`config.mk`:
```
export PLATFORM = sky130hd
export DESIGN_NAME = oam_dma
export DESIGN_NICKNAME = d
export VERILOG_FILES = /design/src/rtl/nes_bus_pkg.sv /design/src/rtl/oam_dma.sv
export SDC_FILE = /design/constraint.sdc
export NUM_CORES = 1
export LEC_CHECK = 0
export ABC_AREA = 1
export CORE_AREA = 8 8 76 78
export DETAILED_ROUTE_END_ITERATION = 10
export DIE_AREA = 0 0 84 86
export PLACE_DENSITY = 0.65
export REMOVE_ABC_BUFFERS = 1
export SLEW_MARGIN = 20
export SYNTH_ARGS = -nofsm -noshare
export SYNTH_HDL_FRONTEND = slang
export SYNTH_SLANG_ARGS = --single-unit
```
`constraint.sdc`:
```
create_clock -name i_cpu_clk -period 1.6 [get_ports i_cpu_clk]
set_input_delay 0.4 -clock i_cpu_clk [delete_from_list [all_inputs] [get_ports i_cpu_clk]]
set_output_delay 0.4 -clock i_cpu_clk [all_outputs]
set_load 0.01 [all_outputs]
```
`src/rtl/nes_bus_pkg.sv`:
```
// Shared CPU-bus definitions for the NES console slice.
// Holds the fixed register addresses used by bus masters and the OAM DMA
// state encoding.
package nes_bus_pkg;

  localparam logic [15:0] ADDR_OAMDMA  = 16'h4014;
  localparam logic [15:0] ADDR_OAMDATA = 16'h2004;

  typedef enum logic [2:0] {
    DmaIdle,
    DmaHalt,
    DmaAlign,
    DmaRead,
    DmaWrite
  } dma_state_e;

endpackage

```
`src/rtl/oam_dma.sv`:
```
// oam_dma: sprite DMA engine behind the $4014 register.
// Snoops CPU-core writes to $4014, stalls the CPU via RDY, owns the shared bus
// and copies page $XX00-$XXFF into OAM as 256 read / $2004-write pairs.
//
// Ports:
//   i_cpu_clk, i_cpu_rstn   clock, asynchronous active-low reset
//   i_cpu_addr/wn/wdata     CPU-core bus request (pre-mux), wn=0 is a write
//   i_bus_rdata             shared-bus read data, valid with the address
//   o_cpu_rdy               CPU RDY, 0 while the DMA owns the bus
//   o_dma_busy              bus-mux select, 1 while the DMA owns the bus
//   o_dma_addr/wn/wdata     DMA bus request
//
// Build option: OAM_DMA_ALIGN_EN adds the parity-aligned ALIGN cycle
// (514-cycle transfers on odd-parity starts). Without it every transfer
// takes 513 cycles and no parity flop exists.
module oam_dma
  import nes_bus_pkg::*;
(
  input  logic        i_cpu_clk,
  input  logic        i_cpu_rstn,
  input  logic [15:0] i_cpu_addr,
  input  logic        i_cpu_wn,
  input  logic [7:0]  i_cpu_wdata,
  input  logic [7:0]  i_bus_rdata,
  output logic        o_cpu_rdy,
  output logic        o_dma_busy,
  output logic [15:0] o_dma_addr,
  output logic        o_dma_wn,
  output logic [7:0]  o_dma_wdata
);

  dma_state_e r_state, w_state_nxt;
  logic [7:0] r_page;
  logic [7:0] r_cnt;
  logic [7:0] r_data;
  logic       w_trigger;
  logic       w_need_align;

`ifdef OAM_DMA_ALIGN_EN
  // Free-running CPU-cycle parity; the DMA never resets it.
  logic r_parity;
  always_ff @(posedge i_cpu_clk or negedge i_cpu_rstn) begin
    if (!i_cpu_rstn) r_parity <= 1'b0;
    else             r_parity <= ~r_parity;
  end
  assign w_need_align = r_parity;
`else
  assign w_need_align = 1'b0;
`endif

  // Triggers are only seen in IDLE, so writes to $4014 while busy are dropped.
  assign w_trigger = (i_cpu_addr == ADDR_OAMDMA) && !i_cpu_wn && (r_state == DmaIdle);

  always_ff @(posedge i_cpu_clk or negedge i_cpu_rstn) begin
    if (!i_cpu_rstn) r_state <= DmaIdle;
    else             r_state <= w_state_nxt;
  end

  always_comb begin
    w_state_nxt = r_state;
    unique case (r_state)
      DmaIdle:  if (w_trigger) w_state_nxt = DmaHalt;
      DmaHalt:  w_state_nxt = w_need_align ? DmaAlign : DmaRead;
      DmaAlign: w_state_nxt = DmaRead;
      DmaRead:  w_state_nxt = DmaWrite;
      DmaWrite: w_state_nxt = (r_cnt == 8'hFF) ? DmaIdle : DmaRead;
      default:  w_state_nxt = DmaIdle;
    endcase
  end

  always_ff @(posedge i_cpu_clk or negedge i_cpu_rstn) begin
    if (!i_cpu_rstn) begin
      r_page <= 8'h00;
      r_cnt  <= 8'h00;
      r_data <= 8'h00;
    end else begin
      if (w_trigger) begin
        r_page <= i_cpu_wdata;
        r_cnt  <= 8'h00;
      end
      if (r_state == DmaRead) r_data <= i_bus_rdata;
      // Last byte wraps the counter back to 0, ready for the next transfer.
      if (r_state == DmaWrite) r_cnt <= (r_cnt == 8'hFF) ? 8'h00 : r_cnt + 8'h01;
    end
  end

  // Moore output decode of the registered state.
  always_comb begin
    o_dma_busy  = 1'b1;
    o_dma_addr  = 16'h0000;
    o_dma_wn    = 1'b1;
    o_dma_wdata = 8'h00;
    unique case (r_state)
      DmaIdle:  o_dma_busy = 1'b0;
      DmaRead:  o_dma_addr = {r_page, r_cnt};
      DmaWrite: begin
        o_dma_addr  = ADDR_OAMDATA;
        o_dma_wn    = 1'b0;
        o_dma_wdata = r_data;
      end
      default: ;
    endcase
  end

  assign o_cpu_rdy = ~o_dma_busy;

endmodule

```
==> results.yml <==
run:
  maxCapViolations: 0
drt:
  num_vias: 1493
  viasPerCell: 4.39
  remaining_drc_errors: 0
  drt_iter0_drc: 78
  drt_first_pass_iters: 5
  wire_per_inst_um: 11.3
  wl_mm: 3.84
  ant_nets: 0
global_routing:
  grt_usage: 0.106
  grt_max_degree: 28
  grt_pass1_vias: 1497
  grt_overflow_total: 0
  antenna_found_initial: 0
  grt_pass1_wl_mm: 6.62
worst_setup_path:
  critPathCaptureType: "output port"
  r2r_end: "r_cnt[1]"
  required_ns: 1.20
  critPathMaxFanout: 13
  r2r-start: "r_state[1]"
  cp-start-kind: "flip-flop"
  regToRegSetupSlack_ns: 0.04
  arrival_ns: 1.36
  ff2ff_path_depth: 10
  crit_type: "flip-flop to output port"
sta:
  final_min_period_over_clock_period: 1.10
  maxSlewHeadroom: 0.767
  fin_setup_tns_ns: -2.98
  timing.fmax_mhz: 567
  rsz0062_at_grt: "yes"
  finalSetupViolations: 27
  worst-slew-pin-transition_ns: 0.349
  slew_violations: 0
  finClkSkew_ns: 0.00241
  min_period_ns: 1.76
  hold_violations: 0
  setup_ws_ns: -0.164
floorplan:
  start_util: 0.339
  rows: 25
  die_y_um: 86
  die_width_um: 84
  core_area_mm2: 0.00460
  io_pins: 62
  floorplan.die_area_mm2: 0.00722
place:
  port_buffers: 61
  post-dp-hpwl_mm: 3.05
  place_area_mm2: 0.00236
  place_inst: 332
  dpl_worst_slack_ns: -0.318
  gp_congestion: 0.763
finish:
  antenna_cells: 0
  instances_no_fill: 340
  mostFrequentLayoutCell: "inv_1"
  postLayoutCoreUtil: 0.517
  fillers: 459
  final_cell_mix: "inv_1 (38), nand2_1 (35), clkdlybuf4s50_1 (34)"
  layout-drive-gt1-share: 0.332
  final_area_mm2: 0.00238
  nNetsFinal: 323
  area_growth_pct: 52.7
yosys:
  synth_area_per_cell_um2: 7.82
  seq_area_frac_synth: 0.434
  ys_warn_count: 0
  synth_cells: 199
  synth.distinct_cells: 22
  synthAdderAreaFrac: 0.00804
  syn_area_mm2: 0.00156
  yosys.area_share.simple: 0.314
  synthXorXnorAreaFrac: 0
  synth-compound-area-share: 0.103
  ys_ff_latch: 27
  synth_mux_area_frac: 0
  synth_top_family_by_area: "simple AND/OR/NAND/NOR gates"
clock_tree:
  htreeDepth: 1
  cts_buffers: 3
  clkSinkCount: 27
  hold_buffers: 0
  cts_buffer_depth: 2
  cts.clk_slew.worst_paths_ns: 0.09
  cts_tree: "done"
  root_buffer: "clkbuf_8"
  clk_latency_ns: 0.27
pwr:
  leakage_uw: 0.00120
  ir_drop_mv: 0.523
  p_per_area_mw_per_mm2: 1110
run_status:
  status: "finished with violations"
  violations: "negative setup slack"
hold_path:
  holdPathStages: 2
  min_to: "r_page[1]"
  min_path_type: "flip-flop to flip-flop"
  min-delay-start: "r_page[1]"
-- how the worst max path moves through the flow --
stage | startpoint | end | cells past startpoint
after floorplan | r_state[2] | o_dma_addr[2] | 3
after detailed placement | r_state[2] | o_dma_addr[14] | 5
after global placement | r_state[2] | o_dma_addr[4] | 5
final | r_state[1] | o_dma_addr[13] | 7
after global routing | r_state[1] | o_dma_addr[13] | 7
after CTS | r_state[1] | o_dma_addr[14] | 6
-- sequential cells by signal, summed over array words and instances (netlist names) --
| name | cells |
|---|---|
| r_page | 8 |
| r_data | 8 |
| r_cnt | 8 |
| r_state | 3 |
-- cells in the mapped netlist --
library cell,n,area share
o31ai_1,1,0.0048
inv_2,4,0.0096
ha_1,1,0.0080
dfrtp_1,27,0.43
nor2_1,20,0.048
nand2_1,38,0.092
nor3_4,1,0.010
nor2_4,2,0.014
o21ai_2,8,0.045
a21oi_1,3,0.0096
o21ai_0,12,0.039
inv_4,1,0.0040
nand2_2,3,0.012
o211ai_1,1,0.0048
nand4_4,1,0.014
nand4_1,3,0.012
or2_1,1,0.0040
buf_6,5,0.036
nor3b_2,1,0.0080
nand3_1,17,0.055
inv_1,38,0.092
nor2_2,11,0.044
-- logic make-up after synthesis --
family / Yosys count
simple gates: 98
flops: 27
compound gates: 25
buf+inv: 48
fa+ha+maj: 1
-- critical path, cell delays in order (launching register included) --
cell and delay, ns:
dfrtp_1 0.40, inv_2 0.10, nand2_2 0.09, nor2_4 0.11
inv_4 0.08, buf_4 0.13, nand2_1 0.05, buf_2 0.12
-- stage by stage --
step / hold slack, ns / total power (uW)
2_1_floorplan: 0.104 / 1530
3_3_place_gp: 0.468 / 2190
5_1_grt: 0.519 / 2850
6_report: 0.491 / 2640
4_1_cts: 0.491 / 2620
3_5_place_dp: 0.468 / 2200
-- cell type report --
class | count | area, um^2 | share of cell area
multi-input cells | 124 | 691 | 0.291
inverters | 43 | 166 | 0.0700
flip-flops and latches | 27 | 676 | 0.284
repair buffers | 88 | 731 | 0.308
clock buffers | 4 | 45.0 | 0.0190
well taps | 54 | 67.6 | 0.0284
-- where the power goes --
part | internal, uW | switching [uW]
registers | 846 | 69.1
clock network | 178 | 208
logic | 642 | 693
total | 1670 | 970
-- metal layers --
metal  track usage  routed length (um)
met5             0                   0
met3        0.0275                 203
met1         0.134                1820
met2         0.176                1780
met4        0.0235                  36
-- what timing repair did --
item	CTS	global route
setup buffers	2	2
endpoints found under the hold margin	0	0
pin swaps	2	2
resized for setup	118	9
setup endpoints to repair	27	43
Power figures use the tool's default switching activity.
